$ cat config.mk
export PLATFORM = sky130hd
export DESIGN_NAME = division_con_signo_secuencial
export DESIGN_NICKNAME = d
export VERILOG_FILES = /design/src/rtl/division_con_signo_secuencial.sv
export SDC_FILE = /design/constraint.sdc
export NUM_CORES = 1
export LEC_CHECK = 0
export ABC_AREA = 1
export CORE_AREA = 2 2 150 152
export DETAILED_ROUTE_END_ITERATION = 6
export DIE_AREA = 0 0 152 154
export PLACE_DENSITY = 0.65
export SLEW_MARGIN = 10
export SYNTH_ARGS = -nofsm -noshare
export SYNTH_HDL_FRONTEND = slang
export SYNTH_SLANG_ARGS = --single-unit
$ cat constraint.sdc
create_clock -name clk -period 7.4 [get_ports clk]
set_input_delay 1.48 -clock clk [delete_from_list [all_inputs] [get_ports clk]]
set_output_delay 1.48 -clock clk [all_outputs]
set_load 0.01 [all_outputs]
$ cat src/rtl/division_con_signo_secuencial.sv
// -----------------------------------------------------------------------------
// division_con_signo_secuencial
//
// Sequential signed fixed-point divider. It computes
//     q = ((a - c) * 2^FRAC) / b
// The result is truncated toward zero and then saturated to ANCHO bits.
// This is the inverse of the multiply-add datapath (q*b + c = a).
// The core is a restoring divider that produces one quotient bit per cycle.
// It works on magnitudes; the sign is applied at the end.
//
// Parameters
//   ANCHO  word width of every operand and of the result (two's complement)
//   FRAC   fractional bits; the operands use the format Q(ANCHO-FRAC).FRAC
//
// Ports
//   clk                 rising-edge clock
//   reset               asynchronous active-high reset
//   inicio              start request; sampled only in IDLE
//   operando1           dividend term a (signed)
//   operando2           divisor b (signed)
//   operando3           offset c (signed)
//   resultado_division  result q (signed); updated only in FIX
//   ocupado             high in PREP, DIV and FIX
//   listo               one-cycle completion pulse (FIN)
//   desborde            the result was saturated
//   div_cero            operando2 was zero
// -----------------------------------------------------------------------------
module division_con_signo_secuencial #(
    parameter int ANCHO = 16,
    parameter int FRAC  = 8
) (
    input  logic             clk,
    input  logic             reset,
    input  logic             inicio,
    input  logic [ANCHO-1:0] operando1,
    input  logic [ANCHO-1:0] operando2,
    input  logic [ANCHO-1:0] operando3,
    output logic [ANCHO-1:0] resultado_division,
    output logic             ocupado,
    output logic             listo,
    output logic             desborde,
    output logic             div_cero
);

    // Quotient bits. |a - c| needs ANCHO+1 bits, and the pre-scale adds FRAC.
    localparam int NB = ANCHO + 1 + FRAC;
    localparam int CW = $clog2(NB + 1);

    localparam logic [ANCHO-1:0] MAX_POS = {1'b0, {(ANCHO-1){1'b1}}};
    localparam logic [ANCHO-1:0] MIN_NEG = {1'b1, {(ANCHO-1){1'b0}}};
    // These are the largest magnitudes that fit, per sign of the result.
    localparam logic [NB-1:0]    LIM_POS = NB'(MAX_POS);
    localparam logic [NB-1:0]    LIM_NEG = NB'(MIN_NEG);

    typedef enum logic [2:0] {
        IDLE,
        PREP,
        DIV,
        FIX,
        FIN
    } t_estado;

    t_estado r_estado;
    t_estado w_estado_next;

    // Captured operands
    logic [ANCHO-1:0] r_a;
    logic [ANCHO-1:0] r_b;
    logic [ANCHO-1:0] r_c;

    // Divider state
    logic [ANCHO:0]   r_divisor;    // |b|
    logic [ANCHO:0]   r_resto;      // partial remainder, always < |b|
    logic [NB-1:0]    r_cociente;   // dividend shifts out MSB-first, quotient shifts in
    logic [CW-1:0]    r_cnt;
    logic             r_signo;      // sign of the final quotient
    logic             r_d_neg;      // (a - c) < 0, selects the divide-by-zero result

    // Output registers
    logic [ANCHO-1:0] r_resultado;
    logic             r_desborde;
    logic             r_div_cero;

    // Combinational helpers
    logic [ANCHO:0]   w_d;
    logic [ANCHO:0]   w_abs_d;
    logic [ANCHO:0]   w_b_ext;
    logic [ANCHO:0]   w_abs_b;
    logic             w_b_cero;
    logic [ANCHO+1:0] w_prueba;
    logic             w_cabe;
    logic [ANCHO:0]   w_resta;
    logic [ANCHO-1:0] w_neg_coc;
    logic [ANCHO-1:0] w_fix_res;
    logic             w_fix_ovf;

    // a - c is formed one bit wider, so the difference can never wrap.
    assign w_d      = {r_a[ANCHO-1], r_a} - {r_c[ANCHO-1], r_c};
    assign w_abs_d  = w_d[ANCHO] ? -w_d : w_d;
    assign w_b_ext  = {r_b[ANCHO-1], r_b};
    assign w_abs_b  = w_b_ext[ANCHO] ? -w_b_ext : w_b_ext;
    assign w_b_cero = (r_b == '0);

    // One restoring step: bring down the next dividend bit and try to subtract |b|.
    // The remainder stays below |b|, so the difference fits in ANCHO+1 bits.
    assign w_prueba = {r_resto, r_cociente[NB-1]};
    assign w_cabe   = (w_prueba >= {1'b0, r_divisor});
    assign w_resta  = w_prueba[ANCHO:0] - r_divisor;

    // Only the low bits of the negated quotient matter.
    // Larger magnitudes are saturated instead.
    assign w_neg_coc = -r_cociente[ANCHO-1:0];

    // Sign application and saturation. A zero magnitude negates to zero,
    // so there is no negative zero.
    always_comb begin
        w_fix_res = r_cociente[ANCHO-1:0];
        w_fix_ovf = 1'b0;
        if (w_b_cero) begin
            w_fix_res = r_d_neg ? MIN_NEG : MAX_POS;
        end else if (r_signo) begin
            if (r_cociente > LIM_NEG) begin
                w_fix_res = MIN_NEG;
                w_fix_ovf = 1'b1;
            end else begin
                w_fix_res = w_neg_coc;
            end
        end else if (r_cociente > LIM_POS) begin
            w_fix_res = MAX_POS;
            w_fix_ovf = 1'b1;
        end
    end

    // State register
    always_ff @(posedge clk or posedge reset) begin
        if (reset) begin
            r_estado <= IDLE;
        end else begin
            r_estado <= w_estado_next;
        end
    end

    // Next-state logic
    always_comb begin
        w_estado_next = r_estado;
        case (r_estado)
            IDLE: if (inicio) w_estado_next = PREP;
            PREP: w_estado_next = w_b_cero ? FIX : DIV;
            DIV:  if (r_cnt == '0) w_estado_next = FIX;
            FIX:  w_estado_next = FIN;
            FIN:  w_estado_next = IDLE;
            default: w_estado_next = IDLE;
        endcase
    end

    // Datapath
    always_ff @(posedge clk or posedge reset) begin
        if (reset) begin
            r_a         <= '0;
            r_b         <= '0;
            r_c         <= '0;
            r_divisor   <= '0;
            r_resto     <= '0;
            r_cociente  <= '0;
            r_cnt       <= '0;
            r_signo     <= 1'b0;
            r_d_neg     <= 1'b0;
            r_resultado <= '0;
            r_desborde  <= 1'b0;
            r_div_cero  <= 1'b0;
        end else begin
            case (r_estado)
                IDLE: begin
                    if (inicio) begin
                        r_a <= operando1;
                        r_b <= operando2;
                        r_c <= operando3;
                    end
                end
                PREP: begin
                    r_signo    <= w_d[ANCHO] ^ r_b[ANCHO-1];
                    r_d_neg    <= w_d[ANCHO];
                    r_cociente <= NB'(w_abs_d) << FRAC;
                    r_resto    <= '0;
                    r_divisor  <= w_abs_b;
                    // Count down NB-1..0, which gives exactly NB DIV cycles.
                    r_cnt      <= CW'(NB - 1);
                end
                DIV: begin
                    if (w_cabe) begin
                        r_resto    <= w_resta;
                        r_cociente <= {r_cociente[NB-2:0], 1'b1};
                    end else begin
                        r_resto    <= w_prueba[ANCHO:0];
                        r_cociente <= {r_cociente[NB-2:0], 1'b0};
                    end
                    if (r_cnt != '0) begin
                        r_cnt <= r_cnt - CW'(1);
                    end
                end
                FIX: begin
                    r_resultado <= w_fix_res;
                    r_desborde  <= w_fix_ovf;
                    r_div_cero  <= w_b_cero;
                end
                default: begin
                end
            endcase
        end
    end

    // These flags are decoded from the state register, which has an
    // asynchronous reset. Reset therefore clears them at once.
    assign ocupado            = (r_estado == PREP) || (r_estado == DIV) || (r_estado == FIX);
    assign listo              = (r_estado == FIN);
    assign resultado_division = r_resultado;
    assign desborde           = r_desborde;
    assign div_cero           = r_div_cero;

endmodule

==> results of run 1 <==
## placed cells by master (no fill, tap or decap), types with 3 or more instances in the layout
master           Yosys  routed
clkbuf_8             0       3
nand4_1             11      11
clkinvlp_4           0       3
nand3_2              6       6
o21ai_0             43      43
o31ai_1              4       4
nand2_2              6       6
o211ai_1             4       4
o21ai_1             15      15
nand3_1             58      57
a21o_1               3       3
xnor2_1              8       8
nand2_1            269     269
nor3_4               4       4
nor3_2               4       5
mux2_2              23      23
clkinv_2             0       5
clkdlybuf4s50_1      0      70
ha_1                39      39
nor2_2               5       5
nand3b_1             5       5
xor2_1              36      36
a21oi_1             76      76
nor3_1              12      11
clkbuf_16            0      17
nor2_1              95      95
nor4_1               7       7
a31oi_1              3       3
o22ai_1             14      14
o21bai_1            10      10
nand2_4              3       3
dfrtp_1            135     135
inv_2               11      11
inv_1              122     121
o221ai_1            14      14
## kinds of logic (layout without fill, tap and decap cells)
logic type / Yosys count / count (layout) / share of synthesized area [%]
AND/OR/NAND/NOR: 492 / 492 / 25.58
AO/OA/AOI/OAI: 195 / 195 / 13.27
buffers and inverters: 168 / 238 / 8.007
flip-flops: 135 / 135 / 39.45
XOR/XNOR: 44 / 44 / 4.500
adder cells (fa/ha/maj): 41 / 41 / 6.166
multiplexers: 23 / 23 / 3.025
## synthesized netlist by cell type, drive strengths merged
cell type,number,share of area [%]
clkinv,1,0.044
inv,133,5.8
o31ai,4,0.35
nand3,64,4.1
nor2,100,4.5
buf,15,1.3
a21o,4,0.37
clkbuf,19,0.83
o221ai,14,1.4
nor3,20,1.9
nand3b,5,0.44
or2,5,0.37
nand4,12,0.95
a211oi,2,0.18
o22ai,15,1.2
o41ai,1,0.10
o21bai,10,0.88
a21oi,78,4.6
fa,2,0.47
dfrtp,135,39
xor2,36,3.7
a31oi,3,0.22
o211ai,4,0.35
nand2,278,13
xnor2,8,0.82
a21boi,1,0.088
ha,39,5.7
mux2,23,3.0
o21ai,59,3.5
nor4,8,0.66
## critical path, stage by stage (launching register included)
cell and delay, ps:
dfrtp_1 470, nor3_2 780, inv_2 550, nand2_1 720, inv_2 390, nand2_1 160
o21ai_0 100, o21bai_1 180
## through the flow
stage	hold WS, ps	setup WS, ps	utilization [%]
global route	487.1	3634	46.39
finish	465.8	3905	46.39
CTS	467.6	3895	46.39
global placement	443.2	3966	43.66
floorplan	431.6	2309	-
detailed placement	458.5	3909	43.66
## registers in the layout (all words and copies together) (netlist names)
name,count
r_divisor,17
r_c,16
r_a,16
resultado_division,16
r_b,16
div_cero,1
r_signo,1
r_cociente,25
r_resto,17
desborde,1
r_d_neg,1
r_cnt,5
r_estado,3
## routing by layer
metal	track usage [%]	up-vias	part of all wire, %	wire (microns)
met5	0	-	0	0
met4	5.696	0	1.5	286
met3	2.762	22	2.6	513
met2	29.00	108	48	9362
met1	22.94	3457	48	9462
li1	-	3730	-	-
## final timing paths
| kind | from | endpoint | cells past startpoint |
|---|---|---|---|
| min reg2reg | r_b[14] | r_divisor[15] | 1 |
| min | r_b[14] | r_divisor[15] | 1 |
| max | r_estado[2] | r_cociente[20] | 7 |
| max in group asynchronous | reset | r_c[0] | 3 |
| min in group asynchronous | reset | r_b[15] | 2 |
| max reg2reg | r_estado[2] | r_cociente[20] | 7 |
## cell type report
type	count	area share [%]
multi-input cells	795	44.89
well taps	280	3.482
flip-flops and latches	135	33.58
inverters	134	5.049
clock buffers	20	4.639
repair buffers	72	7.114
clock inverters	12	1.244
==> results.sh, run 1 <==
export IMPL_max_freq_mhz=286.2
export IMPL_detail_route_vias_per_cell=5.053
export IMPL_drive_gt1_share_pct=9.247
export IMPL_ant_nets=0
export IMPL_stdcell_area_sq_um=10060
export IMPL_hp_class="reg -> reg"
export IMPL_cap_violations=0
export IMPL_syn_cell_area_sq_um=8563
export IMPL_status="finished, final reports clean"
export IMPL_clkSinkCount=135
export IMPL_multi_input_area_sq_um=4517
export IMPL_nNetsFinal=1247
export IMPL_synthDistinctLibCells=48
export IMPL_arrival_ps=3810
export IMPL_drt_iter0_markers=374
export IMPL_critical_path_startpoint_type="flop"
export IMPL_synth_warning_count=0
export IMPL_max_slew_margin_pct=37.77
export IMPL_grt_pass1_vias=7124
export IMPL_clock_path_buffers=2
export IMPL_dpl_cell_area_sq_um=9469
export IMPL_syn_inst=1098
export IMPL_die_area_sq_um=23410
export IMPL_maxSlewViolCount=0
export IMPL_rrSetupSlack_ps=3910
export IMPL_start_util_pct=39.48
export IMPL_fin_tns_setup_ps=0
export IMPL_gp_congestion=0.9030
export IMPL_grt_setup_unrepaired="false"
export IMPL_rows=54
export IMPL_grt_util_all_layers_pct=17.31
export IMPL_ys_seq_elements=135
export IMPL_fillers=2127
export IMPL_cts_hold_buffers=0
export IMPL_htree_num_levels=4
export IMPL_setup_viol=0
export IMPL_hold_viol=0
export IMPL_period_share_pct=47.22
export IMPL_seqCellArea_sq_um=3378
export IMPL_worstMarginPinSlew_ps=928.4
export IMPL_wl_per_cell_microns=13.55
export IMPL_drc=0
export IMPL_hpwlAfterDp_microns=14290
export IMPL_globalRouteOverflowTotal=0
export IMPL_grt_pass1_wl_microns=33750
export IMPL_dr_total_vias=7317
export IMPL_crit_required_ps=7710
export IMPL_cts_setup_buffers=0
export IMPL_grt_max_degree=76
export IMPL_antenna_found_initial=0
export IMPL_diodes=0
export IMPL_dr_pass1_iters=5
export IMPL_port_buffer_count=70
export IMPL_crit_fanout=46
export IMPL_root_buffer="clkbuf_16"
export IMPL_ios=71
export IMPL_stdcell_count=1448
export IMPL_cts_tree="built"
export IMPL_endpoint_kind="flop"
export IMPL_die_h_microns=154
export IMPL_synth_seq_area_share_pct=39.45
export IMPL_avgSynthCellArea_sq_um=7.799
export IMPL_fin_crit_ps=3495
export IMPL_cts_clk_slew_worst_paths_ps=60
export IMPL_synth_fp_nets=1190
export IMPL_clk_latency_ps=430
export IMPL_drt_total_wl_microns=19630
export IMPL_cts_made_buffers=17
export IMPL_coreArea_sq_um=21690
export IMPL_cts_resized_gates=0
export IMPL_die_w_microns=152
export IMPL_path_class="reg -> reg"
export IMPL_fin_skew_ps=9.144
export IMPL_place_inst=1416
export IMPL_synthToLayoutAreaGrowth_pct=17.49
Power of run 1 is not shown: default switching activity piles up to over one toggle a cycle in this logic, so the estimate is an artifact.
==> run 2: changes to the inputs <==
- clock period: 7.4 -> 3.4 ns (I/O delays scaled with it)
==> run 2 against run 1 <==
Net effect:
- fmax increased by 26%
- sequential share of layout area decreased by 0.45 points
- count of clock-buffer cells in the layout increased by 6
- core utilization increased by 0.63 points
- flip-flop and latch count unchanged
- die area unchanged
- global-route usage increased by 0.39 points
- critical path type unchanged
- highest routed layer unchanged
==> results.sh, run 2 (synthesis results as in run 1) <==
export IMPL_fin_crit_ps=2772
export IMPL_hp_class="reg -> reg"
export IMPL_hold_viol=0
export IMPL_wl_per_cell_microns=13.67
export IMPL_cts_tree="built"
export IMPL_cp_num_buf_inv=3
export IMPL_dpl_cell_area_sq_um=9568
export IMPL_detail_route_vias_per_cell=5.060
export IMPL_top_register="r_cociente"
export IMPL_largest_reg_flops=25
export IMPL_max_slew_margin_pct=43.47
export IMPL_htree_num_levels=4
export IMPL_fin_tns_setup_ps=0
export IMPL_multi_input_area_sq_um=4517
export IMPL_hpwlAfterDp_microns=14750
export IMPL_die_area_sq_um=23410
export IMPL_nNetsFinal=1257
export IMPL_path_cells="inv_1 > ha_1 > fa_1 > inv_1 > nand3_1 > nand2_1 > nand2_1 > nand2_1 > nand3_1 > nand2_1 > nand2_1 > nand2_1 > inv_2 > nand2_1 > nand2_1 > nand3_1 > o221ai_1"
export IMPL_dr_pass1_iters=5
export IMPL_final_cell_mix="269 x nand2_1, 135 x dfrtp_1, 121 x inv_1"
export IMPL_drive_gt1_share_pct=9.762
export IMPL_maxSlewViolCount=0
export IMPL_die_w_microns=152
export IMPL_path_class="reg -> reg"
export IMPL_coreArea_sq_um=21690
export IMPL_arrival_ps=3040
export IMPL_drt_total_wl_microns=19930
export IMPL_cts_made_buffers=17
export IMPL_status="finished, final reports clean"
export IMPL_clk_latency_ps=420
export IMPL_drc=0
export IMPL_crit_family="simple AND/OR/NAND/NOR gates"
export IMPL_seqCellArea_sq_um=3378
export IMPL_grt_max_degree=67
export IMPL_cts_clk_slew_worst_paths_ps=50
export IMPL_globalRouteOverflowTotal=0
export IMPL_period_share_pct=81.52
export IMPL_grt_util_all_layers_pct=17.70
export IMPL_cts_setup_buffers=0
export IMPL_synthToLayoutAreaGrowth_pct=19.10
export IMPL_stdcell_area_sq_um=10200
export IMPL_max_stage_delay_ps=400
export IMPL_port_buffer_count=70
export IMPL_cts_resized_gates=0
export IMPL_cap_violations=0
export IMPL_powerDensity_nw_per_um2=1209
export IMPL_irDropWorstVdd_mv=0.4710
export IMPL_grt_pass1_vias=7123
export IMPL_crit_required_ps=3670
export IMPL_die_h_microns=154
export IMPL_worstMarginPinSlew_ps=848.0
export IMPL_dr_total_vias=7378
export IMPL_drt_iter0_markers=472
export IMPL_crit_path_frequent_cell="nand2_1"
export IMPL_ant_nets=0
export IMPL_critical_path_startpoint_type="flop"
export IMPL_ios=71
export IMPL_cts_hold_buffers=0
export IMPL_fillers=2136
export IMPL_endpoint_kind="flop"
export IMPL_setup_viol=0
export IMPL_slowest_stage="fa_1"
export IMPL_layout_commonest_cell="nand2_1"
export IMPL_diodes=0
export IMPL_clock_path_buffers=2
export IMPL_rows=54
export IMPL_gp_congestion=0.8790
export IMPL_start_util_pct=39.48
export IMPL_grt_pass1_wl_microns=34460
export IMPL_crit_fanout=17
export IMPL_grt_setup_unrepaired="false"
export IMPL_root_buffer="clkbuf_16"
export IMPL_antenna_found_initial=0
export IMPL_clkSinkCount=135
export IMPL_p_leak_nw=4.977
export IMPL_max_freq_mhz=360.8
export IMPL_reg_top3="r_cociente x25, r_divisor x17, r_resto x17"
export IMPL_fin_skew_ps=9.392
-- run 2: changes by cell type in the layout (fill, tap and decap cells not counted) --
cell,before,now
buf_4,2,10
clkinv_2,5,1
clkbuf_1,0,3
clkbuf_8,3,6
buf_12,0,2
inv_6,2,0
bufinv_16,2,3
clkinvlp_4,3,2
-- run 2: final cells by class --
class	count	share of cell area, %
well taps	280	3.435
repair buffers	82	7.999
flip-flops and latches	135	33.12
inverters	134	4.969
clock buffers	26	5.091
multi-input cells	795	44.29
clock inverters	6	1.092
-- run 2: routing by layer --
metal	wire (microns)	share of wire [%]	GRT usage (%)
met1	9609	48	23.85
met2	9424	47	29.26
met3	601	3.0	3.016
met4	292	1.5	5.385
met5	0	0	0
-- run 2: metrics by stage --
step / cells / utilization, % / setup WS, ps / power [mW] / hold slack (ps)
floorplan: 1098 / - / 1041 / 8.714 / 431.6
global placement: 1426 / 44.12 / 720.6 / 10.24 / 446.9
detailed placement: 1426 / 44.12 / 679.9 / 10.38 / 450.7
CTS: 1458 / 47.02 / 628.9 / 12.40 / 456.0
global route: 1458 / 47.02 / 366.8 / 13.68 / 468.3
finish: 1458 / 47.02 / 628.5 / 12.33 / 459.3
-- run 2: final timing paths --
kind	cells after the start	end	startpoint	slack, ps
min in group asynchronous	2	r_a[15]	reset	700
setup reg to reg	17	r_cociente[12]	r_a[0]	630
max in group asynchronous	4	resultado_division[3]	reset	1860
hold reg to reg	1	r_divisor[15]	r_b[14]	460
setup / recovery	17	r_cociente[12]	r_a[0]	630
hold / removal	1	r_divisor[15]	r_b[14]	460
-- run 2: power breakdown --
group          switching [mW]  leakage, nW  internal (mW)  total [mW]
clock                   0.679        0.307           1.27        1.95
combinational            4.61         3.04           2.82        7.43
sequential              0.573         1.63           2.38        2.95
No activity file was read; power rests on OpenSTA's default activity.
